<file path="config.mk">
export PLATFORM = sky130hd
export DESIGN_NAME = alu
export DESIGN_NICKNAME = d
export VERILOG_FILES = /design/src/rtl/alu_pkg.sv /design/src/rtl/alu_muldiv.sv /design/src/rtl/alu.sv
export SDC_FILE = /design/constraint.sdc
export NUM_CORES = 2
export LEC_CHECK = 0
export CORE_UTILIZATION = 47
export CTS_CLUSTER_DIAMETER = 200
export DETAILED_ROUTE_END_ITERATION = 8
export GPL_ROUTABILITY_DRIVEN = 0
export PLACE_DENSITY_LB_ADDON = 0.12
export SLEW_MARGIN = 20
export SYNTH_ARGS = -nofsm -noshare
export SYNTH_HDL_FRONTEND = slang
export SYNTH_SLANG_ARGS = --single-unit
</file>
<file path="constraint.sdc">
create_clock -name clk -period 12.31 [get_ports clk]
set_input_delay 1.231 -clock clk [delete_from_list [all_inputs] [get_ports clk]]
set_output_delay 1.231 -clock clk [all_outputs]
set_load 0.1 [all_outputs]
</file>
<file path="src/rtl/alu_pkg.sv">
// Shared encodings, FSM states and small helpers for the RV32IM EX-stage ALU.
package alu_pkg;

  localparam int unsigned XLEN  = 32;
  localparam int unsigned CNT_W = 5;

  localparam logic [2:0] F3_ADD  = 3'b000;
  localparam logic [2:0] F3_SLL  = 3'b001;
  localparam logic [2:0] F3_SLT  = 3'b010;
  localparam logic [2:0] F3_SLTU = 3'b011;
  localparam logic [2:0] F3_XOR  = 3'b100;
  localparam logic [2:0] F3_SR   = 3'b101;
  localparam logic [2:0] F3_OR   = 3'b110;
  localparam logic [2:0] F3_AND  = 3'b111;

  localparam logic [2:0] F3_MUL    = 3'b000;
  localparam logic [2:0] F3_MULH   = 3'b001;
  localparam logic [2:0] F3_MULHSU = 3'b010;
  localparam logic [2:0] F3_MULHU  = 3'b011;
  localparam logic [2:0] F3_DIV    = 3'b100;
  localparam logic [2:0] F3_DIVU   = 3'b101;
  localparam logic [2:0] F3_REM    = 3'b110;
  localparam logic [2:0] F3_REMU   = 3'b111;

  localparam logic [6:0] F7_BASE   = 7'b0000000;
  localparam logic [6:0] F7_ALT    = 7'b0100000;
  localparam logic [6:0] F7_MULDIV = 7'b0000001;

  typedef enum logic [1:0] {
    IDLE = 2'd0,
    MUL  = 2'd1,
    DIV  = 2'd2
  } state_e;

  // Two's-complement negate when requested; used for magnitude and sign fix-up.
  function automatic logic [XLEN-1:0] neg_if(input logic neg, input logic [XLEN-1:0] v);
    return neg ? XLEN'(~v + XLEN'(1)) : v;
  endfunction

endpackage

</file>
<file path="src/rtl/alu_muldiv.sv">
// Multi-cycle M-extension unit: single-cycle registered multiply, 32-step restoring divide.
module alu_muldiv
  import alu_pkg::*;
(
  input  logic            clk,
  input  logic            rst,
  input  logic            i_ready,
  input  logic            i_mop,
  input  logic [2:0]      i_funct3,
  input  logic [XLEN-1:0] i_a,
  input  logic [XLEN-1:0] i_b,
  output logic            o_valid_c,
  output logic            o_busy_c,
  output logic [XLEN-1:0] o_result
);

  state_e            r_state;
  state_e            w_state_nxt;
  logic              r_held;
  logic [XLEN-1:0]   r_result;
  logic [XLEN-1:0]   r_rem;
  logic [XLEN-1:0]   r_quo;
  logic [XLEN-1:0]   r_dsr;
  logic [XLEN-1:0]   r_a;
  logic [CNT_W-1:0]  r_cnt;
  logic              r_neg_q;
  logic              r_neg_r;
  logic              r_div0;
  logic              r_is_rem;
  logic              w_finish;

  logic              w_start_mul;
  logic              w_start_div;
  logic              w_a_signed;
  logic              w_b_signed;
  logic [2*XLEN-1:0] w_mul_a;
  logic [2*XLEN-1:0] w_mul_b;
  logic [2*XLEN-1:0] w_prod;
  logic [XLEN-1:0]   w_mul_res;
  logic              w_div_a_neg;
  logic              w_div_b_neg;
  logic [XLEN:0]     w_shift;
  logic              w_ge;
  logic [XLEN-1:0]   w_rem_nxt;
  logic [XLEN-1:0]   w_quo_nxt;
  logic [XLEN-1:0]   w_div_res;

  assign w_start_mul = i_ready && i_mop && !i_funct3[2];
  assign w_start_div = i_ready && i_mop &&  i_funct3[2];

  // Operand extension selects MUL/MULH/MULHSU/MULHU from one 64-bit product.
  assign w_a_signed = (i_funct3 == F3_MULH) || (i_funct3 == F3_MULHSU);
  assign w_b_signed = (i_funct3 == F3_MULH);
  assign w_mul_a    = {{XLEN{w_a_signed & i_a[XLEN-1]}}, i_a};
  assign w_mul_b    = {{XLEN{w_b_signed & i_b[XLEN-1]}}, i_b};
  assign w_prod     = w_mul_a * w_mul_b;
  assign w_mul_res  = (i_funct3 == F3_MUL) ? w_prod[XLEN-1:0] : w_prod[2*XLEN-1:XLEN];

  assign w_div_a_neg = !i_funct3[0] && i_a[XLEN-1];
  assign w_div_b_neg = !i_funct3[0] && i_b[XLEN-1];

  // One restoring step: shift in the next dividend bit, subtract if it fits.
  assign w_shift   = {r_rem, r_quo[XLEN-1]};
  assign w_ge      = w_shift >= {1'b0, r_dsr};
  assign w_rem_nxt = w_ge ? XLEN'(w_shift - {1'b0, r_dsr}) : w_shift[XLEN-1:0];
  assign w_quo_nxt = {r_quo[XLEN-2:0], w_ge};

  always_comb begin
    w_div_res = neg_if(r_neg_q, w_quo_nxt);
    if (r_div0) begin
      w_div_res = r_is_rem ? r_a : '1;
    end else if (r_is_rem) begin
      w_div_res = neg_if(r_neg_r, w_rem_nxt);
    end
  end

  always_ff @(posedge clk) begin
    if (!rst) begin
      r_state <= IDLE;
    end else begin
      r_state <= w_state_nxt;
    end
  end

  // Next state and status; a ready pulse always restarts from the new operands.
  always_comb begin
    w_state_nxt = r_state;
    o_valid_c   = 1'b0;
    o_busy_c    = 1'b0;
    w_finish    = 1'b0;
    case (r_state)
      IDLE: o_valid_c = r_held;
      MUL: begin
        o_valid_c   = 1'b1;
        w_state_nxt = IDLE;
      end
      DIV: begin
        o_busy_c = 1'b1;
        if (r_cnt == CNT_W'(XLEN - 1)) begin
          w_finish    = 1'b1;
          w_state_nxt = IDLE;
        end
      end
      default: w_state_nxt = IDLE;
    endcase
    if (i_ready) begin
      w_state_nxt = i_mop ? (i_funct3[2] ? DIV : MUL) : IDLE;
    end
  end

  always_ff @(posedge clk) begin
    if (!rst) begin
      r_held   <= 1'b0;
      r_result <= '0;
    end else if (i_ready) begin
      r_held <= 1'b0;
      if (w_start_mul) begin
        r_result <= w_mul_res;
      end
    end else if (r_state == MUL) begin
      r_held <= 1'b1;
    end else if (w_finish) begin
      r_held   <= 1'b1;
      r_result <= w_div_res;
    end
  end

  // Divider datapath operates on magnitudes; signs are re-applied on the last step.
  always_ff @(posedge clk) begin
    if (!rst) begin
      r_rem    <= '0;
      r_quo    <= '0;
      r_dsr    <= '0;
      r_a      <= '0;
      r_cnt    <= '0;
      r_neg_q  <= 1'b0;
      r_neg_r  <= 1'b0;
      r_div0   <= 1'b0;
      r_is_rem <= 1'b0;
    end else if (w_start_div) begin
      r_rem    <= '0;
      r_quo    <= neg_if(w_div_a_neg, i_a);
      r_dsr    <= neg_if(w_div_b_neg, i_b);
      r_a      <= i_a;
      r_cnt    <= '0;
      r_neg_q  <= w_div_a_neg ^ w_div_b_neg;
      r_neg_r  <= w_div_a_neg;
      r_div0   <= (i_b == '0);
      r_is_rem <= i_funct3[1];
    end else if (r_state == DIV) begin
      r_rem <= w_rem_nxt;
      r_quo <= w_quo_nxt;
      r_cnt <= r_cnt + CNT_W'(1);
    end
  end

  assign o_result = r_result;

endmodule

</file>
<file path="src/rtl/alu.sv">
// RV32IM EX-stage ALU: combinational base ops, multi-cycle M ops, result/done muxing.
module alu
  import alu_pkg::*;
(
  input  logic        clk,
  input  logic        rst,
  input  logic [31:0] in1,
  input  logic [31:0] in2,
  input  logic        is_imm,
  input  logic [2:0]  funct3,
  input  logic [6:0]  funct7,
  input  logic        ready,
  output logic [31:0] out,
  output logic        done
);

  logic            w_mop;
  logic            w_alt;
  logic [4:0]      w_shamt;
  logic [XLEN-1:0] w_base;
  logic            w_md_valid;
  logic            w_md_busy;
  logic [XLEN-1:0] w_md_result;

  assign w_mop   = !is_imm && (funct7 == F7_MULDIV);
  assign w_alt   = |(funct7 & F7_ALT);
  assign w_shamt = in2[4:0];

  always_comb begin
    w_base = '0;
    case (funct3)
      F3_ADD:  w_base = (!is_imm && w_alt) ? (in1 - in2) : (in1 + in2);
      F3_SLL:  w_base = in1 << w_shamt;
      F3_SLT:  w_base = XLEN'($signed(in1) < $signed(in2));
      F3_SLTU: w_base = XLEN'(in1 < in2);
      F3_XOR:  w_base = in1 ^ in2;
      F3_SR:   w_base = w_alt ? XLEN'($signed(in1) >>> w_shamt) : (in1 >> w_shamt);
      F3_OR:   w_base = in1 | in2;
      F3_AND:  w_base = in1 & in2;
      default: w_base = '0;
    endcase
  end

  alu_muldiv u_muldiv (
    .clk      (clk),
    .rst      (rst),
    .i_ready  (ready),
    .i_mop    (w_mop),
    .i_funct3 (funct3),
    .i_a      (in1),
    .i_b      (in2),
    .o_valid_c(w_md_valid),
    .o_busy_c (w_md_busy),
    .o_result (w_md_result)
  );

  // A new ready pulse takes priority; otherwise show a held M result or the live base op.
  always_comb begin
    out  = w_base;
    done = 1'b1;
    if (ready) begin
      done = !w_mop;
    end else if (w_md_valid) begin
      out = w_md_result;
    end else if (w_md_busy) begin
      done = 1'b0;
    end
  end

endmodule

</file>
======== After elaboration in Yosys (flattened, before gate mapping) ========
Cells that the tools add are included.
cells by class
  $mul .................................... 1
  bitwise gates (word level) .............. 11
  add/sub/neg operators ................... 8
  order comparisons ....................... 3
  shift operators ......................... 3
  reduce and logical (&&, ||, !) cells .... 22
  mux-type cells .......................... 34
  equality and inequality tests ........... 15
operators with widths
  operator                                                               count
  32-bit 2-to-1 mux                                                      19
  32-bit one-hot mux with 8 select lines                                 1
  32-bit by 1-bit adder with 32-bit output, second input constant        4
  32-bit NOT                                                             4
  32-bit < comparator                                                    2
  33-bit by 33-bit multiplier with 64-bit output                         1
  32-bit subtractor                                                      2
  33-bit by 32-bit greater-or-equal comparator with 1-bit output         1
  32-bit adder                                                           1
  32-bit AND                                                             1
  32-bit logical NOT                                                     1
  32-bit bitwise OR                                                      1
  32-bit by 5-bit << shifter with 32-bit output                          1
  32-bit by 5-bit >> shifter with 32-bit output                          1
  32-bit by 5-bit >>> shifter with 32-bit output                         1
  32-bit bitwise XOR                                                     1
  3-bit equality test, second input constant                             4
  1-bit 2-to-1 mux                                                       8
  2-bit 2-to-1 mux                                                       4
  7-bit by 1-bit equality test with 1-bit output, second input constant  1
  1-bit logical AND                                                      7
  3-bit by 2-bit equality test with 1-bit output, second input constant  2
  2-bit nonzero test                                                     3
  5-bit by 1-bit adder with 5-bit output, second input constant          1
  19 further kinds                                                       25
storage, ports and cells
  word-level logic and storage cells ...... 109
  flip-flop bits (word level) ............. 172
  input bits .............................. 78
  output and inout bits ................... 33

======== Longest topological paths before layout ========
  depth in word-level cells ............... 10
  gate-level depth with buffers ........... 36
  gate-level depth less buffers ........... 32

======== Hierarchy ========
From an unflattened synthesis, not the netlist that was laid out.
second synthesis, totals
  cell total of the unflattened synthesis .. 7350
  area total of the unflattened synthesis .. 59686.0 um^2
modules (own cells, without submodules)
  module      area each (um^2)  cells each  instances  seq. area each (um^2)
  alu_muldiv  50734.9           5976        1          3443.3
  alu         8951.1            1374        1          0.0

======== Worst setup path before layout ========
OpenSTA, ideal clock, no wires.
  kind .................................... input port to flip-flop
  start point ............................. input port in2[2]
  end point ............................... register u_muldiv.r_result[31] (netlist: u_muldiv.o_result[31])
  data required time ...................... 12.170 ns
  path buffers ............................ 5
  setup time .............................. 0.140 ns
  stages .................................. 33
  slack ................................... 1.779 ns
  data arrival time ....................... 10.391 ns
  path through ............................ clkbuf_1 inv_2 buf_1 buf_1 clkbuf_1 clkbuf_1 nor3_1 fa_1 inv_1 fa_1 inv_1 fa_1 inv_1 fa_1 inv_1 fa_1 fa_1 fa_1 inv_1 fa_1 inv_1 ha_1 a21o_1 a21oi_1 o21ai_0 a211oi_1 o31ai_1 a21o_1 a221oi_1 o41ai_1 xnor2_1 o311ai_0 o211ai_1
between the ends
  word-level cells in the longest chain between the ends .. 4
RTL lines
  item                                            line               text
  start, declared                                 alu.sv:8           input logic [31:0] in2,
  33-bit by 33-bit multiplier with 64-bit output  alu_muldiv.sv:56   assign w_prod = w_mul_a * w_mul_b;
  32-bit 2-to-1 mux                               alu_muldiv.sv:57   assign w_mul_res = (i_funct3 == F3_MUL) ? w_prod[XLEN-1:0] : w_prod[2*XLEN-1:XLEN];
  32-bit 2-to-1 mux                               alu_muldiv.sv:117  if (w_start_mul) begin
  32-bit 2-to-1 mux                               alu_muldiv.sv:115  end else if (i_ready) begin
  end signal, assigned                            alu_muldiv.sv:118  r_result <= w_mul_res;
  end signal, assigned                            alu_muldiv.sv:124  r_result <= w_div_res;
  end, declared                                   alu_muldiv.sv:20   logic [XLEN-1:0] r_result;
Every way passes these cells. The select of a mux whose other input is x is not followed.
A chain may end at the register's enable or synchronous reset.

======== Worst setup path in the final report ========
  start point ............................. input port in1[27]
  end point ............................... register u_muldiv.r_result[31] (netlist: u_muldiv.o_result[31])
between the ends
  word-level cells in the longest chain between the ends .. 4
RTL lines
  item                                            line               text
  start, declared                                 alu.sv:7           input logic [31:0] in1,
  33-bit by 33-bit multiplier with 64-bit output  alu_muldiv.sv:56
  32-bit 2-to-1 mux                               alu_muldiv.sv:57
  32-bit 2-to-1 mux                               alu_muldiv.sv:117
  32-bit 2-to-1 mux                               alu_muldiv.sv:115
Every way passes these cells. The select of a mux whose other input is x is not followed.

==> impl_metrics.json <==
{
  "clockBufferDepth": 2,
  "r2r_end": "u_muldiv.o_result[18]",
  "critPathRequiredTime_ns": 12.61,
  "met3_length_um": 30400,
  "cts_setup_buffers": 0,
  "io_buffers": 110,
  "hold_depth": 2,
  "grt_pass1_wl_um": 353000,
  "cts_tree": "done",
  "grt_start_max_net_pins": 87,
  "overflow": 0,
  "core-area_um2": 122000,
  "first_iter_violations": 6255,
  "clk_latency_ns": 0.44,
  "grt_pass1_vias": 53162,
  "synth_fp_nets": 8808,
  "cts_resized": 0,
  "grt_usage_pct": 38.1,
  "syn_area_um2": 58000,
  "cts-root-buf": "clkbuf_16",
  "postRouteAntennaNets": 0,
  "max_slew_margin_pct": 14.6,
  "regArea_um2": 3440,
  "worst_hold_path_type": "flop to flop",
  "post-route-cell-area_um2": 61000,
  "dp_hpwl_um": 186000,
  "placed_area_um2": 60400,
  "wirelength_met1_um": 92000,
  "async_flop_share_pct": 0,
  "synthFlopType": "dfxtp_1",
  "vias_per_cell": 6.06,
  "status": "complete, no violations",
  "r2r_start": "u_muldiv.r_dsr[22]",
  "syn_inst": 7255,
  "dieArea_um2": 125000,
  "clock_sinks": 172,
  "drt_first_pass_iters": 9,
  "period_needed_ns": 11.08,
  "rsz0062_at_grt": "no",
  "synth_edf_count": 0,
  "io-pin-count": 111,
  "clkTransAtPathRegs_ns": 0.07,
  "wl_um": 237000,
  "clock_skew_ns": 0.0103,
  "fmax_ghz": 0.0903,
  "antenna_found_initial": 14,
  "startpoint_type": "input pin",
  "crit_fanout": 20,
  "synthAdderAreaFrac_pct": 46.4,
  "remaining_drc_errors": 0,
  "min_to": "u_muldiv.o_result[22]",
  "die_h_um": 353,
  "cp-end-kind": "flop",
  "fin_nets": 8633,
  "wl_met2_um": 99400,
  "period_share_pct": 90.0,
  "pre_cts_ws_ns": 1.02,
  "finalHoldViolations": 0,
  "hp-start": "u_muldiv.o_result[22]",
  "wire_per_inst_um": 27.2,
  "holdBufCountCts": 0,
  "worstPathArrival_ns": 11.37,
  "ff2ff_path_depth": 19,
  "tns_ns": 0,
  "start_util_pct": 47.5,
  "synth_xor_area_share_pct": 3.41,
  "num-fill-cells": 12011,
  "tightest_slew_ns": 1.27,
  "final_max_slew_viol_count": 0,
  "multiInputGateArea_um2": 47700,
  "ctsHtreeMaxLevel": 4,
  "rows": 128,
  "maxCapViolations": 0,
  "yosys_warnings": 0,
  "numCtsBuffers": 17,
  "synthTopCellsByArea": "fa_1 (39%), inv_1 (8.7%), ha_1 (7.5%)",
  "synth_top_area_cell": "fa_1",
  "top_layer_used": "met5",
  "die-width_um": 353,
  "syn_avg_cell_area_um2": 7.99,
  "post_synth_num_cell_types": 97,
  "fin_ws_ns": 1.23,
  "synth-simple-area-share_pct": 16.1,
  "syn2layout_area_growth_pct": 5.15,
  "synth_top_area_share_pct": 38.9,
  "synth_top_family_by_area": "adder cells",
  "worstSetupPathType": "input pin to flop",
  "drive_gt1_share_pct": 4.69,
  "setup_violations": 0,
  "yosysSeqAreaShare_pct": 5.94,
  "synth-compound-area-share_pct": 13.7,
  "yosys-mux-area-fraction_pct": 2.53,
  "via_count": 52904,
  "r2r_slack_ns": 5.04,
  "synth-seq-cells": 172
}
-- cell usage in the layout (no fill, tap or decap), types with 17 or more instances in the layout --
cell and instances:
inv_1 1337, nand2_1 1134, fa_1 1128, nor2_1 705
ha_1 347, a21oi_1 292, o21ai_0 266, dfxtp_1 171
xnor2_1 167, buf_4 166, mux2i_1 92, nand3_1 88
nor3_1 83, o211ai_1 68, a211oi_1 67, xor2_1 59
clkdlybuf4s50_1 58, o211a_1 56, a31oi_1 51, buf_2 49
a21boi_0 46, a21o_1 45, o31ai_1 37, and3_1 35
nand2b_1 30, o21bai_1 28, nand4_1 24, nor2b_1 23
nor4_1 23, or3_1 23, a221oi_1 22, mux4_2 21
a22oi_1 19, o2111ai_1 18, o22ai_1 18, clkbuf_16 17
-- critical path, cell delays in order --
cell,delay (ns)
buf_2,0.60
clkinv_1,0.88
nor2_1,0.39
fa_1,0.43
inv_1,0.08
fa_1,0.42
fa_1,0.51
fa_1,0.58
fa_1,0.45
fa_1,0.52
fa_1,0.49
inv_1,0.05
fa_1,0.44
ha_1,0.43
nand4_1,0.18
nor4b_1,0.83
nand3_1,0.14
nor3_1,0.48
nor2_1,0.20
o31ai_1,0.52
o41a_1,0.31
nand2_1,0.14
o41ai_1,0.35
xnor2_1,0.14
o311ai_0,0.38
o211ai_1,0.15
-- cell type report --
class | instances | area share [%]
antenna | 8 | 0.0328
clock buffer | 20 | 0.749
clock inverter | 12 | 0.220
inverter | 1353 | 8.33
multi-input combinational | 5262 | 78.3
sequential | 172 | 5.65
tap | 1625 | 3.33
timing repair buffer | 274 | 3.43
-- state kept, by name, indices dropped and copies added (netlist names) --
name / flops
u_muldiv.r_rem: 32
u_muldiv.r_cnt: 5
u_muldiv.r_neg_r: 1
u_muldiv.r_a: 32
u_muldiv.r_is_rem: 1
u_muldiv.r_div0: 1
u_muldiv.r_quo: 32
u_muldiv.r_dsr: 32
u_muldiv.r_state: 2
u_muldiv.o_result: 32
u_muldiv.r_held: 1
u_muldiv.r_neg_q: 1
-- routing by layer --
metal	global-route usage (%)	up-vias
met5	0.792	-
li1	-	22405
met3	11.8	678
met2	56.6	3233
met4	18.8	16
met1	50.3	26572
-- per-stage QoR --
stage,std cells,util [%],hold WS [ns]
finish,8726,50.0,0.464
CTS,8718,50.0,0.460
detailed placement,8686,49.5,0.451
floorplan,7255,-,0.438
global placement,8686,49.5,0.446
global route,8719,50.0,0.478
-- cell usage after synthesis, drive strengths merged (89+ instances only) --
master	number
fa	1128
buf	118
clkbuf	350
o21ai	282
xnor2	167
a21oi	294
nand2	1136
inv	1341
ha	347
mux2i	94
nand3	89
nor2	707
dfxtp	172
-- cell families after synthesis --
logic type / Yosys count
AND/OR/NAND/NOR: 2248
buffers and inverters: 1821
adder cells (fa/ha/maj): 1475
AO/OA/AOI/OAI: 1194
XOR/XNOR: 226
flip-flops: 172
multiplexers: 119
-- how the worst max path moves through the flow --
stage / start / to / slack (ns) / depth (start not counted)
final: in1[27] / u_muldiv.o_result[31] / 1.23 / 26
after global routing: funct3[0] / u_muldiv.o_result[31] / 0.86 / 30
after CTS: funct3[0] / u_muldiv.o_result[31] / 1.46 / 30
after detailed placement: funct3[0] / u_muldiv.o_result[31] / 1.02 / 30
after global placement: funct3[0] / u_muldiv.o_result[28] / 1.13 / 31
after floorplan: in2[2] / u_muldiv.o_result[31] / 1.78 / 33
Power is not shown: default switching activity piles up to over one toggle a cycle in this logic, so the estimate is an artifact.
